[src/rtl/extend_arbiter_if.sv]
// extend_arbiter_if
// Purpose: bundles the two requester handshakes and the result handshake of
//          extend_arbiter.
// Ports (signals):
//   req0_valid/req0_ready/req0_data/req0_mode : requester 0 operand channel
//   req1_valid/req1_ready/req1_data/req1_mode : requester 1 operand channel
//   out_valid/out_ready/out_data/out_src      : registered result channel
//   xfer_count                                : completed result transfers mod 256
// Modports: master = producers/consumer side, slave = the arbiter itself.
// Handshake: a channel transfers on a cycle where valid && ready are both high
// at the rising clock edge; valid must not depend combinationally on ready,
// and data/mode must be stable whenever valid is high.
interface extend_arbiter_if #(
  parameter int IN_W  = 16,
  parameter int OUT_W = 32
);
  logic              req0_valid;
  logic              req0_ready;
  logic [IN_W-1:0]   req0_data;
  logic [1:0]        req0_mode;
  logic              req1_valid;
  logic              req1_ready;
  logic [IN_W-1:0]   req1_data;
  logic [1:0]        req1_mode;
  logic              out_valid;
  logic              out_ready;
  logic [OUT_W-1:0]  out_data;
  logic              out_src;
  logic [7:0]        xfer_count;

  modport master (
    output req0_valid, req0_data, req0_mode,
    output req1_valid, req1_data, req1_mode,
    output out_ready,
    input  req0_ready, req1_ready,
    input  out_valid, out_data, out_src, xfer_count
  );

  modport slave (
    input  req0_valid, req0_data, req0_mode,
    input  req1_valid, req1_data, req1_mode,
    input  out_ready,
    output req0_ready, req1_ready,
    output out_valid, out_data, out_src, xfer_count
  );
endinterface

[src/rtl/extend_arbiter.sv]
// extend_arbiter
// Purpose: round-robin shares one sign/zero-extension datapath between two
//          requesters and registers the 32-bit result in a single output stage.
// Ports:
//   clk   : rising-edge clock
//   rst_n : asynchronous active-low reset
//   bus   : extend_arbiter_if.slave (requester channels, result channel,
//           transfer counter). out_valid doubles as the debug view of the
//           output FSM state (EMPTY=0, FULL=1).
// Modes: 00 sext half, 01 zext half, 10 sext byte, 11 zext byte.
module extend_arbiter (
  input  logic                clk,
  input  logic                rst_n,
  extend_arbiter_if.slave     bus
);

  typedef enum logic {
    ST_EMPTY = 1'b0,
    ST_FULL  = 1'b1
  } state_t;

  state_t       r_state;
  logic [31:0]  r_out_data;
  logic         r_out_src;
  logic [7:0]   r_xfer_count;
  logic         r_last_grant;

  logic         w_out_valid;
  logic         w_can_accept;
  logic         w_grant0;
  logic         w_grant1;
  logic         w_acc0;
  logic         w_acc1;
  logic         w_accept;
  logic [15:0]  w_sel_data;
  logic [1:0]   w_sel_mode;
  logic [31:0]  w_ext;
  logic         w_drain;

  function automatic logic [31:0] f_extend(input logic [15:0] d, input logic [1:0] m);
    logic [31:0] res;
    case (m)
      2'b00:   res = {{16{d[15]}}, d};
      2'b01:   res = {16'h0000, d};
      2'b10:   res = {{24{d[7]}}, d[7:0]};
      default: res = {24'h000000, d[7:0]};
    endcase
    return res;
  endfunction

  assign w_out_valid  = (r_state == ST_FULL);
  // Full throughput: a draining result frees the stage in the same cycle.
  assign w_can_accept = !w_out_valid || bus.out_ready;

  // Ties go to whoever did not win last time; a lone requester always wins.
  assign w_grant0 = bus.req0_valid && (!bus.req1_valid || r_last_grant);
  assign w_grant1 = bus.req1_valid && (!bus.req0_valid || !r_last_grant);

  // rst_n gates the readies so nothing is accepted while reset is held.
  assign bus.req0_ready = rst_n && w_can_accept && w_grant0;
  assign bus.req1_ready = rst_n && w_can_accept && w_grant1;

  assign w_acc0   = bus.req0_valid && bus.req0_ready;
  assign w_acc1   = bus.req1_valid && bus.req1_ready;
  assign w_accept = w_acc0 || w_acc1;

  assign w_sel_data = w_acc1 ? bus.req1_data : bus.req0_data;
  assign w_sel_mode = w_acc1 ? bus.req1_mode : bus.req0_mode;
  assign w_ext      = f_extend(w_sel_data, w_sel_mode);

  assign w_drain = w_out_valid && bus.out_ready;

  always_ff @(posedge clk or negedge rst_n) begin
    if (!rst_n) begin
      r_state      <= ST_EMPTY;
      r_out_data   <= 32'h0;
      r_out_src    <= 1'b0;
      r_xfer_count <= 8'h00;
      r_last_grant <= 1'b1;
    end else begin
      if (w_drain) begin
        r_xfer_count <= r_xfer_count + 8'd1;
      end
      case (r_state)
        ST_EMPTY: begin
          if (w_accept) begin
            r_state      <= ST_FULL;
            r_out_data   <= w_ext;
            r_out_src    <= w_acc1;
            r_last_grant <= w_acc1;
          end
        end
        ST_FULL: begin
          if (w_accept) begin
            // Drain and refill in the same cycle: new result replaces old.
            r_state      <= ST_FULL;
            r_out_data   <= w_ext;
            r_out_src    <= w_acc1;
            r_last_grant <= w_acc1;
          end else if (bus.out_ready) begin
            r_state <= ST_EMPTY;
          end
        end
        default: r_state <= ST_EMPTY;
      endcase
    end
  end

  assign bus.out_valid  = w_out_valid;
  assign bus.out_data   = r_out_data;
  assign bus.out_src    = r_out_src;
  assign bus.xfer_count = r_xfer_count;

endmodule

[src/flat_wrapper.sv]
// flat-port wrapper written by rule: the top's interface ports become plain ports
module extend_arbiter_flat 
  (clk, rst_n, bus_req0_valid, bus_req0_data, bus_req0_mode, bus_req1_valid, bus_req1_data, bus_req1_mode, bus_out_ready, bus_req0_ready, bus_req1_ready, bus_out_valid, bus_out_data, bus_out_src, bus_xfer_count);
  extend_arbiter_if bus_i ();
  input  logic clk;
  input  logic rst_n;
  input wire logic [$bits(bus_i.req0_valid)-1:0] bus_req0_valid;
  input wire logic [$bits(bus_i.req0_data)-1:0] bus_req0_data;
  input wire logic [$bits(bus_i.req0_mode)-1:0] bus_req0_mode;
  input wire logic [$bits(bus_i.req1_valid)-1:0] bus_req1_valid;
  input wire logic [$bits(bus_i.req1_data)-1:0] bus_req1_data;
  input wire logic [$bits(bus_i.req1_mode)-1:0] bus_req1_mode;
  input wire logic [$bits(bus_i.out_ready)-1:0] bus_out_ready;
  output wire logic [$bits(bus_i.req0_ready)-1:0] bus_req0_ready;
  output wire logic [$bits(bus_i.req1_ready)-1:0] bus_req1_ready;
  output wire logic [$bits(bus_i.out_valid)-1:0] bus_out_valid;
  output wire logic [$bits(bus_i.out_data)-1:0] bus_out_data;
  output wire logic [$bits(bus_i.out_src)-1:0] bus_out_src;
  output wire logic [$bits(bus_i.xfer_count)-1:0] bus_xfer_count;
  assign bus_i.req0_valid = bus_req0_valid;
  assign bus_i.req0_data = bus_req0_data;
  assign bus_i.req0_mode = bus_req0_mode;
  assign bus_i.req1_valid = bus_req1_valid;
  assign bus_i.req1_data = bus_req1_data;
  assign bus_i.req1_mode = bus_req1_mode;
  assign bus_i.out_ready = bus_out_ready;
  assign bus_req0_ready = bus_i.req0_ready;
  assign bus_req1_ready = bus_i.req1_ready;
  assign bus_out_valid = bus_i.out_valid;
  assign bus_out_data = bus_i.out_data;
  assign bus_out_src = bus_i.out_src;
  assign bus_xfer_count = bus_i.xfer_count;
  extend_arbiter u_core (.clk(clk), .rst_n(rst_n), .bus(bus_i));
endmodule
[config.mk]
export PLATFORM = sky130hd
export DESIGN_NAME = extend_arbiter_flat
export DESIGN_NICKNAME = d
export VERILOG_FILES = /design/src/rtl/extend_arbiter_if.sv /design/src/rtl/extend_arbiter.sv /design/src/flat_wrapper.sv
export SDC_FILE = /design/constraint.sdc
export NUM_CORES = 1
export LEC_CHECK = 0
export CORE_MARGIN = 2
export CORE_UTILIZATION = 39
export DETAILED_ROUTE_END_ITERATION = 10
export PLACE_DENSITY = 0.77
export SLEW_MARGIN = 10
export SYNTH_ARGS = -nofsm -noshare
export SYNTH_HDL_FRONTEND = slang
export SYNTH_SLANG_ARGS = --single-unit
[constraint.sdc]
create_clock -name clk -period 1.7 [get_ports clk]
set_input_delay 0.34 -clock clk [delete_from_list [all_inputs] [get_ports clk]]
set_output_delay 0.34 -clock clk [all_outputs]
set_load 0.02 [all_outputs]
Yosys cells after proc, flatten, opt, wreduce, memory -nomap -nowiden. Index checks and enable logic that the tools add are counted.

Add/sub/neg operators: 1. Equal/unequal tests: 2. Mux-type cells: 9. Bitwise logic cells: 1. Reductions and logical operators: 17.

Operators with widths (number): 32-bit one-hot mux with 3 select lines (1); 32-bit two-way mux (1); 16-bit two-way mux (1); 8-bit by 1-bit adder with 8-bit output, second input constant (1); 1-bit logical AND (8); 1-bit zero test (4); 1-bit logical OR (4); 1-bit two-way mux (4); 2-bit by 1-bit == test with 1-bit output, second input constant (1); 2-bit == test, second input constant (1); 2-bit zero test (1); 2-bit two-way mux (1); 1-bit one-hot mux with 2 select lines (1); 1-bit inverter (1).

Register bits after elaboration: 43.

Longest topological paths before layout. Gate-level depths: netlist of the first run.

Depth after elaboration: 9. Depth in mapped cells: 6.

Worst setup path before layout of the first run. No wires, ideal clock.

Path kind: reg-to-output. Start point: reg u_core.r_state, in the netlist u_core.bus.out_valid. End point: out bus_req1_ready. Arrival time: 1291 ps. Data required time: 1360 ps. Setup slack: 69 ps. Stages on the path, launching flop included: 7. Cells stage by stage: dfrtp_1 nand2b_1 buf_4 nand3_4 buf_2 buf_2 inv_1.

Cells in the longest elaborated chain, start to end: 4.

RTL lines: from (decl) (line extend_arbiter.sv:22) `state_t r_state;`; from (signal assigned) (line extend_arbiter.sv:75) `r_state <= ST_EMPTY;`; from (signal assigned) (line extend_arbiter.sv:87) `r_state <= ST_FULL;`; from (signal assigned) (line extend_arbiter.sv:96) `r_state <= ST_FULL;`; 1-bit zero test (line extend_arbiter.sv:53) `assign w_can_accept = !w_out_valid || bus.out_ready;`; 1-bit logical OR (line extend_arbiter.sv:53); 1-bit logical AND (2 in a row) (line extend_arbiter.sv:61) `assign bus.req1_ready = rst_n && w_can_accept && w_grant1;`; to (decl) (line flat_wrapper.sv:15) `output wire logic [$bits(bus_i.req1_ready)-1:0] bus_req1_ready;`.

No other way between the ends.

Final worst setup path of the first run.
Start point: reg u_core.r_out_data[14], in the netlist u_core.bus.out_data[14]. End point: out bus_out_data[14].

RTL lines: from (decl) (line extend_arbiter.sv:23) `logic [31:0] r_out_data;`; from (signal assigned) (line extend_arbiter.sv:88) `r_out_data <= w_ext;`; from (signal assigned) (line extend_arbiter.sv:97) `r_out_data <= w_ext;`; to (decl) (line flat_wrapper.sv:17) `output wire logic [$bits(bus_i.out_data)-1:0] bus_out_data;`.

No word-level cell between the ends.

==> reports/metrics.yaml, run 1 <==
cts:
  post_cts_buffers: 0
  cts_buffers: 3
  clk_pin_slew_ps: 90
  cts_max_level: 1
  clock_latency_ps: 270
  cts-root-buf: "clkbuf_8"
  ctsResizeCount: 36
  clockBufferDepth: 2
  cts_tree: "done"
  cts_hold_buf: 0
  clock_sinks: 28
worst_setup_path:
  crit_chain: "clkdlybuf4s50_1"
  worst-setup-path-type: "reg2out"
  crit_buf_inv: 1
  cp.depth: 1
  cp-endpoint: "bus_out_data[14]"
  end_kind: "output port"
  slowest_delay_ps: 630
  r2r_end: "u_core.bus.out_data[12]"
  critPathSlowestCell: "clkdlybuf4s50_1"
  reg2regPathDepth: 5
  cp_top_family: "buffers and inverters"
  startpoint: "u_core.bus.out_data[14]"
  arrival_ps: 1300
  startpoint_type: "flip-flop"
  path_max_fanout: 2
  crit-reg2reg-launch: "u_core.r_last_grant"
  required_ps: 1360
  ff2ff_setup_slack_ps: 120
routing:
  drt_iter0_drc: 52
  antenna_left: 0
  drc: 0
  vias: 1446
  avgRoutedWirePerCell_um: 13.80
  vias_per_cell: 4.869
  wirelength_um: 4100
  firstDrtPassIters: 4
place:
  portBuffers: 84
  gp_congestion: 0.7545
  dp_cells: 293
  placed_area_sq_mm: 0.002501
  preCtsSetupSlack_ps: -543.4
  dpl.hpwl_um: 3228
power:
  leakagePower_nw: 1.268
  peakVddDrop_mv: 0.7287
  p_per_area_mw_per_mm2: 1014
layout:
  design_area_sq_mm: 0.002552
  drive_gt1_share_pct: 15.38
  fin_nets: 290
  fill_cells: 332
  stdcell_count: 297
  antennaDiodeCount: 0
  synthToLayoutAreaGrowth_pct: 63.20
sta:
  rsz0062_at_grt: "no"
  relSlewSlack_pct: 80.37
  hold_viol_final: 0
  skew_ps: 6.797
  worst_slack_ps: 57.77
  finalSetupViolCount: 0
  fin_crit_sh_pct: 96.60
  hold_ws_ps: 300.9
  slew_viol_final: 0
  max_freq_mhz: 608.9
  tns_ps: 0
  tightest_slew_ps: 294.4
  period_minus_slack_ps: 1642
synthesis:
  syn_avg_cell_area_sq_um: 9.899
  syn_inst: 158
  synth_area_leaders: "dfrtp_1 (43%), buf_4 (8.2%), mux2i_1 (7.7%)"
  yosysSeqAreaShare_pct: 44.88
  synthArstFlopShare_pct: 100.0
  synth_flop_cell: "dfrtp_1"
  syn_area_sq_mm: 0.001564
  ys_types: 34
  synth_nets: 200
  synth_edf_count: 0
  yosysTopAreaCell: "dfrtp_1"
  yosys.area.top_type_share_pct: 43.20
  yosysWarningCount: 0
  ys_ff_latch: 28
floorplanning:
  die-area_sq_mm: 0.004533
  io_pins: 85
  die_width_um: 67.33
  die_h_um: 67.33
  core_area_sq_mm: 0.003943
  rows: 23
  initial_utilization_pct: 39.67
grt:
  antenna_found_initial: 0
  grt_max_degree: 24
  grt_pass1_vias: 1481
  grt_pass1_wl_um: 6520
  grt_usage_pct: 18.95
  grt_overflow: 0
run:
  max_cap_violations: 0
worst_hold_path:
  worstHoldPathType: "in2async"
status:
  status: "finished clean"
## placed cells by master, fill, tap and decap left out, types with 3 or more instances in the layout
cell type        synthesis  final
nand3b_1                 7      7
mux2i_1                 12     12
xnor2_1                  6      6
buf_4                   17     19
clkbuf_8                 0      3
nand2_1                 12     12
dlygate4sd2_1            0     21
clkdlybuf4s50_1          0     58
nand3_1                  9      9
nor2_1                  13     13
a21oi_1                 15     14
inv_1                    6      6
nand4_1                  3      3
buf_6                    0      4
dfrtp_1                 27     27
dlymetal6s2s_1           0      3
a211o_1                  6      6
## where the power goes
group / internal [mW] / switching (mW) / leakage (nW)
logic: 0.628 / 0.599 / 0.910
registers: 0.845 / 0.154 / 0.336
clock network: 0.168 / 0.195 / 0.0228
## synth_stat cells (2+ instances only)
master,instances
buf_4,17
nand4_1,3
xnor2_1,6
nor2_1,13
mux2i_1,12
inv_1,6
a211o_1,6
nand3b_1,7
nand3_1,9
o2111ai_1,2
a21oi_1,15
dfrtp_1,27
buf_2,3
nand2_1,12
## kinds of logic (layout without fill, tap and decap cells)
group,after synthesis,after routing,synth area share [%]
adders and majority gates,1,1,0.7999
xor gates and xnor gates,7,7,3.920
buffers and inverters,28,117,11.12
muxes,13,13,8.400
DFF,28,28,44.88
and+or+nand+nor,50,50,16.64
AOI/OAI and AO/OA,31,31,14.24
## worst min-delay path by stage
| stage | from | end | slack (ps) | depth (start not counted) |
|---|---|---|---|---|
| 2_1_floorplan | rst_n | u_core.bus.out_data[0] | 40 | 0 |
| 3_3_place_gp | u_core.bus.out_src | u_core.bus.out_src | 460 | 2 |
| 3_5_place_dp | u_core.bus.out_src | u_core.bus.out_src | 460 | 2 |
| 4_1_cts | rst_n | u_core.bus.out_data[30] | 290 | 2 |
| 5_1_grt | rst_n | u_core.bus.xfer_count[6] | 310 | 2 |
| 6_report | rst_n | u_core.bus.out_data[30] | 300 | 2 |
## layout make-up
cell class | instances | area [sq um] | share of cell area, %
Timing Repair Buffer | 107 | 1015 | 39.75
Multi-Input combinational cell | 102 | 705.7 | 27.65
Clock buffer | 4 | 45.04 | 1.765
Tap cell | 50 | 62.56 | 2.451
Inverter | 6 | 22.52 | 0.8824
Sequential cell | 28 | 701.9 | 27.50
## flip-flops by register name, summed over array words and instances (netlist names)
name	count
u_core.bus.xfer_count	8
u_core.bus.out_data	17
u_core.bus.out_valid	1
u_core.r_last_grant	1
u_core.bus.out_src	1
## per-layer routing
| metal | up-vias | part of all wire, % | track usage [%] |
|---|---|---|---|
| li1 | 712 | - | - |
| met1 | 684 | 43 | 24.07 |
| met2 | 48 | 51 | 34.16 |
| met3 | 2 | 5.8 | 2.500 |
| met4 | 0 | 0.34 | 4.337 |
| met5 | - | 0 | 0 |
## per-stage QoR
stage / utilization, % / power, mW
global placement: 63.44 / 2.271
floorplan: - / 1.667
detailed placement: 63.44 / 2.300
global route: 64.74 / 2.743
CTS: 64.46 / 2.616
finish: 64.74 / 2.589
(Power assumes the default switching activity.)
==> inputs of run 2 (changes only) <==
Settings changed: SKIP_LAST_GASP set to 1, TNS_END_PERCENT set to 20.
==> reports/metrics.yaml, run 2 (synthesis gave the netlist of run 1 again) <==
routing:
  vias: 1465
  avgRoutedWirePerCell_um: 13.85
  wirelength_um: 4113
  drc: 0
  firstDrtPassIters: 4
  vias_per_cell: 4.933
  antenna_left: 0
  drt_iter0_drc: 53
layout:
  fin_nets: 290
  largest_reg_flops: 17
  design_area_sq_mm: 0.002560
  stdcell_count: 297
  mostFrequentLayoutCell: "clkdlybuf4s50_1"
  drive_gt1_share_pct: 14.98
  fin_util_pct: 64.93
  antennaDiodeCount: 0
  synthToLayoutAreaGrowth_pct: 63.68
  layout_common_cells: "clkdlybuf4s50_1 (74), dfrtp_1 (27), buf_4 (20)"
sta:
  relSlewSlack_pct: 79.36
  hold_viol_final: 0
  slew_viol_final: 0
  fin_crit_sh_pct: 104.0
  hold_ws_ps: 291.1
  tightest_slew_ps: 309.6
  period_minus_slack_ps: 1769
  worst_slack_ps: -68.78
  finalSetupViolCount: 13
  max_freq_mhz: 565.4
  rsz0062_at_grt: "yes"
  skew_ps: 6.163
power:
  peakVddDrop_mv: 0.7159
  leakagePower_nw: 1.240
  p_per_area_mw_per_mm2: 1029
worst_setup_path:
  required_ps: 1360
  critPathSlowestCell: "clkdlybuf4s50_1"
  startpoint_type: "flip-flop"
  arrival_ps: 1430
  crit_buf_inv: 2
  cp_top_family: "buffers and inverters"
  worst-setup-path-type: "reg2out"
  path_max_fanout: 16
  slowest_delay_ps: 600
  end_kind: "output port"
  crit_chain: "buf_12, clkdlybuf4s50_1"
place:
  gp_congestion: 0.7545
  placed_area_sq_mm: 0.002501
  portBuffers: 84
  dpl.hpwl_um: 3228
  dp_cells: 293
grt:
  grt_max_degree: 24
  antenna_found_initial: 0
  grt_usage_pct: 19.16
  grt_overflow: 0
  grt_pass1_wl_um: 6575
  grt_pass1_vias: 1479
status:
  status: "finished with violations"
  violations: "setup timing"
worst_hold_path:
  worstHoldPathType: "in2async"
floorplanning:
  core_area_sq_mm: 0.003943
  rows: 23
  die_h_um: 67.33
  die_width_um: 67.33
  die-area_sq_mm: 0.004533
  initial_utilization_pct: 39.67
  io_pins: 85
cts:
  clock_latency_ps: 270
  cts_hold_buf: 0
  clockBufferDepth: 2
  post_cts_buffers: 0
  ctsResizeCount: 16
  cts_max_level: 1
  clk_pin_slew_ps: 90
  cts_tree: "done"
  cts_buffers: 3
  cts-root-buf: "clkbuf_8"
  clock_sinks: 28
run:
  max_cap_violations: 0
-- run 2: changes by cell type in the layout (fill, tap and decap cells not counted), sizes merged --
cell,delta
dlygate4sd2,-17
clkdlybuf4s50,+16
dlymetal6s2s,+1
-- run 2: stage by stage --
stage,worst slack (ps),power [mW],TNS [ps]
2_1_floorplan,69.35,1.667,0
3_3_place_gp,-521.0,2.271,-5580
3_5_place_dp,-543.4,2.300,-5970
4_1_cts,-92.27,2.664,-1323
5_1_grt,-127.5,2.793,-1728
6_report,-68.78,2.635,-769.0
-- run 2: layout make-up --
class / count / area [sq um]
clock buffer: 4 / 45.04
tap: 50 / 62.56
sequential: 28 / 701.9
multi-input combinational: 102 / 699.4
fill: 340 / 1383
timing repair buffer: 107 / 1028
inverter: 6 / 22.52
-- run 2: final timing paths --
check / slack, ps / endpoint / from / cells past startpoint
setup / recovery: -70 / bus_out_data[31] / u_core.bus.out_data[30] / 2
hold / removal: 290 / u_core.bus.out_data[30] / rst_n / 2
setup reg to reg: 100 / u_core.bus.out_data[12] / u_core.r_last_grant / 5
hold reg to reg: 480 / u_core.bus.out_src / u_core.bus.out_src / 2
max in group asynchronous: 1050 / u_core.bus.xfer_count[3] / rst_n / 3
min in group clk: 480 / u_core.bus.out_src / u_core.bus.out_src / 2
-- run 2: where the power goes --
| part | internal, mW | total (mW) | switching (mW) |
|---|---|---|---|
| Combinational | 0.677 | 1.28 | 0.600 |
| Sequential | 0.845 | 0.998 | 0.153 |
| Clock | 0.168 | 0.360 | 0.193 |
-- run 2: routing by layer --
| metal | track usage [%] | share of wire [%] |
|---|---|---|
| met5 | 0 | 0 |
| met3 | 2.500 | 5.9 |
| met2 | 34.03 | 50 |
| met1 | 24.60 | 43 |
| met4 | 4.847 | 0.73 |
-- run 2: worst reg2reg max path, stage by stage (launching register included) --
cell and delay, ps:
dfstp_2 590, a21boi_4 80, buf_4 170, a31o_2 260, a21oi_2 290, a211o_1 170
